--- src/rtl/pw_oracle_pkg.sv ---
// ---------------------------------------------------------------------------
// pw_oracle_pkg
// Shared definitions for the password oracle:
//   CHAR_W_DEF / PW_LEN_DEF : default character width and password length
//   IDX_W                   : width of a requester index (up to 16 requesters)
//   state_e                 : oracle state (LOAD, ARMED, FOUND)
// ---------------------------------------------------------------------------
package pw_oracle_pkg;
   localparam int CHAR_W_DEF = 8;
   localparam int PW_LEN_DEF = 4;
   localparam int IDX_W      = 4;

   typedef enum logic [1:0] {
      LOAD  = 2'd0,
      ARMED = 2'd1,
      FOUND = 2'd2
   } state_e;
endpackage

--- src/rtl/password_oracle_rr_arbiter.sv ---
// ---------------------------------------------------------------------------
// rr_arbiter
// Round-robin arbiter across NUM_REQ requesters.
//   clk, rst  : clock, asynchronous active-high reset
//   req       : request vector, one bit per requester
//   advance   : when high and a grant is made, the grant becomes the new
//               last-granted pointer
//   grant     : one-hot grant (combinational)
//   index     : index of the granted requester (combinational)
// The last-granted pointer resets to NUM_REQ-1 so requester 0 wins first.
// ---------------------------------------------------------------------------
module rr_arbiter
   import pw_oracle_pkg::*;
#(
   parameter int NUM_REQ = 9
) (
   input  logic               clk,
   input  logic               rst,
   input  logic [NUM_REQ-1:0] req,
   input  logic               advance,
   output logic [NUM_REQ-1:0] grant,
   output logic [IDX_W-1:0]   index
);

   logic [IDX_W-1:0] last_q, last_d;
   logic [IDX_W-1:0] hi_idx, lo_idx;
   logic             hi_hit, lo_hit, any_hit;

   // Lowest requester strictly above the pointer wins; otherwise wrap and
   // take the lowest requester at or below it. Scanning downwards leaves the
   // lowest qualifying index in each half.
   always_comb begin
      hi_hit = 1'b0;
      lo_hit = 1'b0;
      hi_idx = '0;
      lo_idx = '0;
      for (int i = NUM_REQ - 1; i >= 0; i--) begin
         if (req[i]) begin
            if (IDX_W'(i) > last_q) begin
               hi_hit = 1'b1;
               hi_idx = IDX_W'(i);
            end else begin
               lo_hit = 1'b1;
               lo_idx = IDX_W'(i);
            end
         end
      end
      any_hit = hi_hit | lo_hit;
      index   = hi_hit ? hi_idx : lo_idx;
      last_d  = (advance && any_hit) ? index : last_q;
   end

   generate
      for (genvar gi = 0; gi < NUM_REQ; gi++) begin : g_grant
         assign grant[gi] = any_hit && (index == IDX_W'(gi));
      end
   endgenerate

   always_ff @(posedge clk or posedge rst) begin
      if (rst) last_q <= IDX_W'(NUM_REQ - 1);
      else     last_q <= last_d;
   end

endmodule

--- src/rtl/password_oracle.sv ---
// ---------------------------------------------------------------------------
// password_oracle
// Checking oracle for the cracker guess protocol. A secret is loaded
// byte-serially (first byte = most significant character), then guesses from
// NUM_REQ requesters are arbitrated round-robin and answered one cycle later.
// The first match is latched and guessing stops until a new load begins.
//   clk, rst                   : clock, asynchronous active-high reset
//   load_valid/load_data/load_ready : secret byte stream
//   req_valid/req_guess/req_ready   : per-requester guess handshake
//   rsp_valid/rsp_id/rsp_match      : registered per-guess response pulse
//   found/found_id/found_guess      : sticky match record
//   armed                      : accepting guesses
//   attempts                   : saturating accepted-guess count
// Optional feature macro PW_ORACLE_ATTEMPT_CNT_EN builds the attempts counter;
// without it attempts is tied to zero.
// ---------------------------------------------------------------------------
module password_oracle
   import pw_oracle_pkg::*;
#(
   parameter  int NUM_REQ = 9,
   parameter  int PW_LEN  = PW_LEN_DEF,
   parameter  int CHAR_W  = CHAR_W_DEF,
   localparam int PW_W    = PW_LEN * CHAR_W
) (
   input  logic                      clk,
   input  logic                      rst,
   input  logic                      load_valid,
   input  logic [CHAR_W-1:0]         load_data,
   output logic                      load_ready,
   input  logic [NUM_REQ-1:0]        req_valid,
   input  logic [NUM_REQ*PW_W-1:0]   req_guess,
   output logic [NUM_REQ-1:0]        req_ready,
   output logic                      rsp_valid,
   output logic [IDX_W-1:0]          rsp_id,
   output logic                      rsp_match,
   output logic                      found,
   output logic [IDX_W-1:0]          found_id,
   output logic [PW_W-1:0]           found_guess,
   output logic                      armed,
   output logic [31:0]               attempts
);

   localparam int CNT_W = $clog2(PW_LEN + 1);

   state_e           state_q, state_d;
   logic [CNT_W-1:0] cnt_q, cnt_d;
   logic [PW_W-1:0]  secret_q, secret_d;
   logic [PW_W-1:0]  found_guess_q, found_guess_d;
   logic [IDX_W-1:0] found_id_q, found_id_d;
   logic [IDX_W-1:0] rsp_id_q, rsp_id_d;
   logic             found_q, found_d;
   logic             rsp_valid_q, rsp_valid_d;
   logic             rsp_match_q, rsp_match_d;

   logic [NUM_REQ-1:0] grant;
   logic [IDX_W-1:0]   grant_idx;
   logic [PW_W-1:0]    sel_guess;
   logic               accept, is_match, load_fire, is_armed;

   assign is_armed = (state_q == ARMED);

   rr_arbiter #(.NUM_REQ(NUM_REQ)) u_arb (
      .clk     (clk),
      .rst     (rst),
      .req     (req_valid),
      .advance (is_armed),
      .grant   (grant),
      .index   (grant_idx)
   );

   always_comb begin
      sel_guess = '0;
      for (int i = 0; i < NUM_REQ; i++) begin
         if (grant_idx == IDX_W'(i)) sel_guess = req_guess[i*PW_W +: PW_W];
      end
   end

   assign accept    = is_armed && (|grant);
   assign is_match  = (sel_guess == secret_q);
   assign load_fire = load_valid && !is_armed;

   always_comb begin
      state_d       = state_q;
      cnt_d         = cnt_q;
      secret_d      = secret_q;
      found_d       = found_q;
      found_id_d    = found_id_q;
      found_guess_d = found_guess_q;
      rsp_valid_d   = 1'b0;
      rsp_match_d   = 1'b0;
      rsp_id_d      = rsp_id_q;

      // Shifting in from the LSB side leaves the first byte on top once all
      // PW_LEN bytes are in; stale bytes from an earlier secret fall off.
      if (load_fire) secret_d = (secret_q << CHAR_W) | PW_W'(load_data);

      case (state_q)
         LOAD: begin
            if (load_valid) begin
               if (cnt_q == CNT_W'(PW_LEN - 1)) begin
                  state_d = ARMED;
                  cnt_d   = '0;
               end else begin
                  cnt_d = cnt_q + CNT_W'(1);
               end
            end
         end
         ARMED: begin
            if (accept) begin
               rsp_valid_d = 1'b1;
               rsp_id_d    = grant_idx;
               rsp_match_d = is_match;
               if (is_match) begin
                  found_d       = 1'b1;
                  found_id_d    = grant_idx;
                  found_guess_d = sel_guess;
                  state_d       = FOUND;
               end
            end
         end
         FOUND: begin
            // The first byte of a new secret also retires the old match.
            if (load_valid) begin
               found_d = 1'b0;
               if (PW_LEN == 1) begin
                  state_d = ARMED;
                  cnt_d   = '0;
               end else begin
                  state_d = LOAD;
                  cnt_d   = CNT_W'(1);
               end
            end
         end
         default: state_d = LOAD;
      endcase
   end

   always_ff @(posedge clk or posedge rst) begin
      if (rst) begin
         state_q       <= LOAD;
         cnt_q         <= '0;
         secret_q      <= '0;
         found_q       <= 1'b0;
         found_id_q    <= '0;
         found_guess_q <= '0;
         rsp_valid_q   <= 1'b0;
         rsp_match_q   <= 1'b0;
         rsp_id_q      <= '0;
      end else begin
         state_q       <= state_d;
         cnt_q         <= cnt_d;
         secret_q      <= secret_d;
         found_q       <= found_d;
         found_id_q    <= found_id_d;
         found_guess_q <= found_guess_d;
         rsp_valid_q   <= rsp_valid_d;
         rsp_match_q   <= rsp_match_d;
         rsp_id_q      <= rsp_id_d;
      end
   end

`ifdef PW_ORACLE_ATTEMPT_CNT_EN
   logic [31:0] attempts_q, attempts_d;

   always_comb begin
      attempts_d = attempts_q;
      if (load_fire && (state_q == FOUND))     attempts_d = '0;
      else if (accept && (attempts_q != '1))   attempts_d = attempts_q + 32'd1;
   end

   always_ff @(posedge clk or posedge rst) begin
      if (rst) attempts_q <= '0;
      else     attempts_q <= attempts_d;
   end

   assign attempts = attempts_q;
`else
   assign attempts = '0;
`endif

   assign load_ready  = !is_armed;
   assign req_ready   = is_armed ? grant : '0;
   assign rsp_valid   = rsp_valid_q;
   assign rsp_id      = rsp_id_q;
   assign rsp_match   = rsp_match_q;
   assign found       = found_q;
   assign found_id    = found_id_q;
   assign found_guess = found_guess_q;
   assign armed       = is_armed;

endmodule
--- config.mk ---
export PLATFORM = sky130hd
export DESIGN_NAME = password_oracle
export DESIGN_NICKNAME = d
export VERILOG_FILES = /design/src/rtl/pw_oracle_pkg.sv /design/src/rtl/password_oracle_rr_arbiter.sv /design/src/rtl/password_oracle.sv
export SDC_FILE = /design/constraint.sdc
export NUM_CORES = 1
export LEC_CHECK = 0
export CORE_AREA = 2 2 155 157
export CTS_BUF_LIST = sky130_fd_sc_hd__clkbuf_16
export DETAILED_ROUTE_END_ITERATION = 16
export DIE_AREA = 0 0 157 159
export DONT_BUFFER_PORTS = 1
export GPL_TIMING_DRIVEN = 0
export PLACE_DENSITY = 0.52
export SYNTH_ARGS = -nofsm -noshare
export SYNTH_HDL_FRONTEND = slang
export SYNTH_SLANG_ARGS = --single-unit
--- constraint.sdc ---
create_clock -name clk -period 5.68 [get_ports clk]
set_clock_uncertainty 0.1 [all_clocks]
set_input_delay 0.568 -clock clk [delete_from_list [all_inputs] [get_ports clk]]
set_output_delay 0.568 -clock clk [all_outputs]
set_load 0.02 [all_outputs]
======== Word level (Yosys, flattened, before mapping) ========
Cells that the tools add are included.
word-level totals
  register bits ........................... 84
  input port bits ......................... 308
  output and inout bits ................... 86
  word-level logic and storage cells ...... 163
cells by class
  $add $sub $neg .......................... 1
  order comparisons ....................... 9
  equal/unequal tests ..................... 17
  multiplexer cells ....................... 101
  bitwise logic cells ..................... 2
  reduce and logical (&&, ||, !) cells .... 23
operators with widths
  kind                                                          count
  two-way mux 32 bit                                            9
  two-way mux 4 bit                                             37
  two-way mux 1 bit                                             43
  equality test 32 bit                                          1
  OR 32 x 8 -> 32 bit                                           1
  equality test 4 x 3 -> 1 bit, second input constant           4
  greater-than comparator 3 x 4 -> 1 bit, first input constant  4
  logical AND 1 bit                                             12
  two-way mux 2 bit                                             5
  inequality test 2 bit, second input constant                  5
  two-way mux 3 bit                                             3
  two-way mux 9 bit                                             1
  OR reduction 9 bit                                            1
  equality test 4 x 2 -> 1 bit, second input constant           2
  greater-than comparator 1 x 4 -> 1 bit, first input constant  2
  greater-than comparator 2 x 4 -> 1 bit, first input constant  2
  one-hot mux 2 bit (3 select lines)                            1
  one-hot mux 3 bit (2 select lines)                            1
  AND reduction 3 bit                                           2
  AND reduction 5 bit                                           1
  equality test 4 x 1 -> 1 bit, second input constant           1
  equality test 4 bit, second input constant                    1
  greater-than comparator 4 bit, first input constant           1
  zero test 4 bit                                               1
  11 further kinds                                              12

======== Longest topological paths before layout ========
  depth after elaboration ................. 34
  gate-level depth with buffers ........... 20
  gate-level depth less buffers ........... 13

======== Cells and area by module ========
From an unflattened synthesis, not the netlist that was laid out.
second synthesis, totals
  cell total of the unflattened synthesis .. 906
  area, all modules ....................... 7856.3 um^2
by module, submodules not included
  module           times used  cells each  area an instance (um^2)  seq. area each (um^2)
  password_oracle  1           807         7111.8                   2001.9
  rr_arbiter       1           99          744.5                    101.3

======== Least setup slack after synthesis ========
OpenSTA, ideal clock, no wires.
  kind .................................... input to register
  start point ............................. input port req_valid[5]
  end point ............................... register found_guess_q[22], in the netlist found_guess[22]
  setup time .............................. 0.125 ns
  arrival ................................. 4.186 ns
  data required time ...................... 5.455 ns
  slack ................................... 1.269 ns
  stages on the path ...................... 16
  buffers on the path ..................... 3
  cells stage by stage .................... or3b_4 a21o_1 a22o_1 and2_4 buf_2 o311ai_2 a21oi_1 a2111o_1 o22ai_1 o22ai_1 or4_4 nor4_4 nand3_2 buf_6 buf_6 mux2_4
between the ends
  cells in the longest elaborated chain, start to end .. 24
  elaborated cells between the ends (all ways) .. 77
  classes of those cells .................. 9 x eq/ne; 54 x mux; 1 x bitwise; 13 x reduce/logical
ends and longest elaborated chain
  element                                                 RTL line                                                 RTL
  start: declaration                                      password_oracle.sv:30                                    input logic [NUM_REQ-1:0] req_valid,
  two-way mux 4 bit or two-way mux 1 bit (tied branches)  password_oracle_rr_arbiter.sv:38                         if (req[i]) begin
  two-way mux 4 bit or two-way mux 1 bit (tied branches)  password_oracle_rr_arbiter.sv:39                         if (IDX_W'(i) > last_q) begin
  two-way mux 4 bit or two-way mux 1 bit (tied branches)  password_oracle_rr_arbiter.sv:38
  two-way mux 4 bit or two-way mux 1 bit (tied branches)  password_oracle_rr_arbiter.sv:39
  two-way mux 4 bit or two-way mux 1 bit (tied branches)  password_oracle_rr_arbiter.sv:38
  two-way mux 4 bit or two-way mux 1 bit (tied branches)  password_oracle_rr_arbiter.sv:39
  two-way mux 4 bit or two-way mux 1 bit (tied branches)  password_oracle_rr_arbiter.sv:38
  two-way mux 4 bit or two-way mux 1 bit (tied branches)  password_oracle_rr_arbiter.sv:39
  two-way mux 4 bit or two-way mux 1 bit (tied branches)  password_oracle_rr_arbiter.sv:38
  two-way mux 4 bit or two-way mux 1 bit (tied branches)  password_oracle_rr_arbiter.sv:39
  two-way mux 4 bit or two-way mux 1 bit (tied branches)  password_oracle_rr_arbiter.sv:38
  two-way mux 4 bit                                       password_oracle_rr_arbiter.sv:49                         index = hi_hit ? hi_idx : lo_idx;
  zero test 4 bit                                         password_oracle_rr_arbiter.sv:55, password_oracle.sv:74
  two-way mux 32 bit (9 in series)                        password_oracle.sv:74                                    if (grant_idx == IDX_W'(i)) sel_guess = req_guess[i*PW_W +: PW_W];
  equality test 32 bit                                    password_oracle.sv:79                                    assign is_match = (sel_guess == secret_q);
  AND reduction 3 bit (no source line)                    --
  end signal: assignment                                  password_oracle.sv:155                                   found_guess_q <= found_guess_d;
  end: declaration                                        password_oracle.sv:48                                    logic [PW_W-1:0] found_guess_q, found_guess_d;
Parallel ways exist; a longest one is shown, timed or not.
A chain may end at the register's enable or synchronous reset.

======== Worst setup path after layout ========
  start point ............................. register u_arb.last_q[3]
  end point ............................... register found_guess_q[24], in the netlist found_guess[24]
between the ends
  cells in the longest elaborated chain, start to end .. 32
  elaborated cells between the ends (all ways) .. 114
  classes of those cells .................. 9 x order compare; 9 x eq/ne; 82 x mux; 1 x bitwise; 13 x reduce/logical
ends and longest elaborated chain
  element                                                 RTL line                                                 RTL
  start: declaration                                      password_oracle_rr_arbiter.sv:25                         logic [IDX_W-1:0] last_q, last_d;
  start signal: assignment                                password_oracle_rr_arbiter.sv:60                         if (rst) last_q <= IDX_W'(NUM_REQ - 1);
  start signal: assignment                                password_oracle_rr_arbiter.sv:61                         else last_q <= last_d;
  greater-than comparator 4 bit                           password_oracle_rr_arbiter.sv:39
  two-way mux 1 bit or two-way mux 4 bit (tied branches)  password_oracle_rr_arbiter.sv:39
  two-way mux 1 bit or two-way mux 4 bit (tied branches)  password_oracle_rr_arbiter.sv:38
  two-way mux 1 bit or two-way mux 4 bit (tied branches)  password_oracle_rr_arbiter.sv:39
  two-way mux 1 bit or two-way mux 4 bit (tied branches)  password_oracle_rr_arbiter.sv:38
  two-way mux 1 bit or two-way mux 4 bit (tied branches)  password_oracle_rr_arbiter.sv:39
  two-way mux 1 bit or two-way mux 4 bit (tied branches)  password_oracle_rr_arbiter.sv:38
  two-way mux 1 bit or two-way mux 4 bit (tied branches)  password_oracle_rr_arbiter.sv:39
  [8 not listed]                                          --
  two-way mux 1 bit or two-way mux 4 bit (tied branches)  password_oracle_rr_arbiter.sv:38
  two-way mux 1 bit or two-way mux 4 bit (tied branches)  password_oracle_rr_arbiter.sv:39
  two-way mux 1 bit or two-way mux 4 bit (tied branches)  password_oracle_rr_arbiter.sv:38
  two-way mux 4 bit                                       password_oracle_rr_arbiter.sv:49
  zero test 4 bit                                         password_oracle_rr_arbiter.sv:55, password_oracle.sv:74
  two-way mux 32 bit (9 in series)                        password_oracle.sv:74
  equality test 32 bit                                    password_oracle.sv:79
  AND reduction 3 bit (no source line)                    --
Parallel ways exist; a longest one is shown, timed or not.

==> flow_summary.yaml <==
worst_setup_path:
  critical_path.cell_chain: "buf_2 > nand2b_1 > nand3_1 > or3_1 > o21ai_4 > clkbuf_4 > clkbuf_1 > o21ai_0 > nand3_1 > nor2_1 > nor4_1 > nand4_1 > nor4_4 > nand3_2 > buf_6 > buf_6 > mux2_4"
  r2r_slack_ns: 0.002
  cp_max_fo: 10
  cp_top_family: "simple AND/OR/NAND/NOR gates"
  path_class: "reg2reg"
  cp-end-kind: "register"
  crit_slowest_cell: "clkbuf_1"
  r2r-start: "u_arb.last_q[3]"
  slowest_delay_ns: 0.63
  r2r-end: "found_guess[24]"
  crit_required_ns: 5.82
  crit_start: "u_arb.last_q[3]"
  cp-start-kind: "register"
  reg2reg_depth: 17
  crit_arrival_ns: 5.82
  path_buf_inv: 5
logic_synthesis:
  avgSynthCellArea_um2: 8.218
  synth_cells: 991
  synthTopCellsByArea: "dfrtp_1 (26%), mux2_2 (6.8%), o21ai_0 (4.1%)"
  synth_area_leader_cell: "dfrtp_1"
  ys_seq_area_frac: 0.2583
  syn_area_um2: 8144
  synth-seq-cells: 84
  synth.top_cell.area_share: 0.2550
  ys.flop_type: "dfrtp_1"
  synth_cell_type_count: 96
  synth-edff-count: 0
  yosysWarnings: 0
  synth_common_cells: "dfrtp_1 (83), nand2_1 (70), o21ai_0 (66), nor2_1 (64), a21oi_1 (63)"
  async_reset_ff_frac: 1.000
  yosysMostFrequentCell: "dfrtp_1"
clock_network:
  clk_path_buf_depth: 2
  cts_buffers: 9
  cts_num_sinks: 84
  path_clk_slew_ns: 0.07
  clk_latency_ns: 0.36
  hold_buffers: 0
  htreeDepth: 3
  cts_tree: "yes"
  clockRootBuffer: "clkbuf_16"
global_routing:
  grt_antenna_before_repair: 6
  grt_max_degree: 52
  grt_overflow: 0
  grt_pass1_vias: 8951
  grt_usage: 0.3928
  grt_pass1_wl_um: 68360
route:
  wl_per_cell_um: 36.97
  drt_wl_total_um: 50980
  drtPass1Iterations: 5
  vias: 9319
  drc_errors: 0
  ant_nets: 0
  drt_iter0_markers: 1185
  routed_via_density: 6.758
flow_run:
  max_cap_viol_count: 0
hold_path:
  hold_class: "in2async"
placement:
  io_buffers: 0
  gp_congestion: 1.001
  placedCellCount: 1343
  hpwl_um: 39680
  placed_cell_area_um2: 8701
timing:
  post-route-period-util: 0.9996
  setup_violations: 0
  worst_slew_pin_slew_ns: 1.081
  hold_violations: 0
  drv_slew: 0
  relSlewSlack: 0.2749
  post-route-min-period_ns: 5.678
  max_freq_mhz: 176.1
die:
  core_region_area_um2: 23190
  die_height_um: 159
  die_x_um: 157
  pin_count: 394
  rows: 56
  start_util: 0.3512
  dieArea_um2: 24960
pwr:
  p_leak_nw: 4.036
  ir_worst_vdd_mv: 0.2789
  p_total_mw: 7.896
  p_per_area_nw_per_um2: 846.2
run_status:
  status: "completed"
final_layout:
  final_nets: 1358
  final.fill_count: 2430
  layout.cells.non_filler: 1379
  drive_above_1_share: 0.2287
  fin_util: 0.4024
  fin_area_um2: 9331
  area_delta_synth_final_pct: 14.58
metrics by stage:
stage / setup WS (ns) / hold WS [ns] / setup TNS (ns)
4_1_cts: 0.03138 / 0.01427 / 0
3_3_place_gp: -0.8585 / 0.3658 / -28.71
6_report: 0.002420 / 0.002527 / 0
2_1_floorplan: 1.269 / 0.3473 / 0
3_5_place_dp: -0.7025 / 0.3717 / -22.37
5_1_grt: -0.06977 / 0.03746 / -0.7028
timing repair:
action                                  4_1_cts  5_1_grt
gates resized for setup                      25       50
pin swaps                                     2        6
buffers inserted                              6        8
endpoints found under the setup margin       40       38
sequential cells by signal, indices dropped and copies added, names as in the netlist:
name / count
found: 1
u_arb.last_q: 4
rsp_match: 1
found_id: 4
state_q: 2
cnt_q: 3
secret_q: 32
rsp_valid: 1
rsp_id: 4
found_guess: 32
per-layer routing:
layer	part of all wire	track usage	vias up	wire (um)
met5	0.00041	0	-	21
met2	0.43	0.5911	837	21870
met4	0.063	0.2181	4	3206
met1	0.37	0.4784	4412	18890
met3	0.14	0.1527	196	6994
li1	-	-	3870	-
how the worst max path moves through the flow:
stage / to / slack [ns] / cells past startpoint
floorplan: found_guess[22] / 1.27 / 16
global placement: found_guess[29] / -0.86 / 16
detailed placement: found_guess[22] / -0.70 / 17
CTS: found_guess[24] / 0.03 / 18
global route: found_guess[24] / -0.07 / 19
finish: found_guess[24] / 0.002 / 17
where the power goes:
group          switching (mW)  internal, mW  total [mW]
combinational            4.31          2.01        6.32
clock                   0.292         0.300       0.591
sequential              0.230         0.755       0.985
total                    4.83          3.06        7.90
cell usage in the layout, fill, tap and decap left out, types with 22 or more instances in the layout:
cell type  synthesis  final
mux2i_1           28     28
dfrtp_1           83     83
nand2_1           70     68
conb_1             1     32
buf_2             32     28
nand3_1           34     33
mux2_2            49     49
nor3_1            26     22
a21oi_1           63     60
o21ai_0           66     65
nor2_1            64     63
inv_1             37     36
buf_4             38     53
area by class of cell:
type                    instances  area [um2]  area share
plain buffers                 105       669.4     0.07174
well taps                     319       399.1     0.04277
multi-input cells             796        5584      0.5984
flip-flops and latches         84        2103      0.2254
diodes                          6       15.01    0.001609
inverters                      37       141.4     0.01515
clock inverters                 7       51.30    0.005497
clock buffers                   9       225.2     0.02414
repair buffers                 16       142.6     0.01529
cell families (layout without fill, tap and decap cells):
| kind of cell | Yosys count | count (layout) | share of synthesized area |
|---|---|---|---|
| AO/OA/AOI/OAI | 371 | 371 | 0.3279 |
| XOR/XNOR | 15 | 15 | 0.01613 |
| adder cells (fa/ha/maj) | 2 | 2 | 0.002765 |
| buffers and inverters | 142 | 174 | 0.09248 |
| flip-flops | 84 | 84 | 0.2583 |
| multiplexers | 85 | 85 | 0.1169 |
| other | 1 | 38 | 0.0004605 |
| AND/OR/NAND/NOR | 291 | 291 | 0.1851 |
Note: power is estimated with default switching activity, not from simulation.
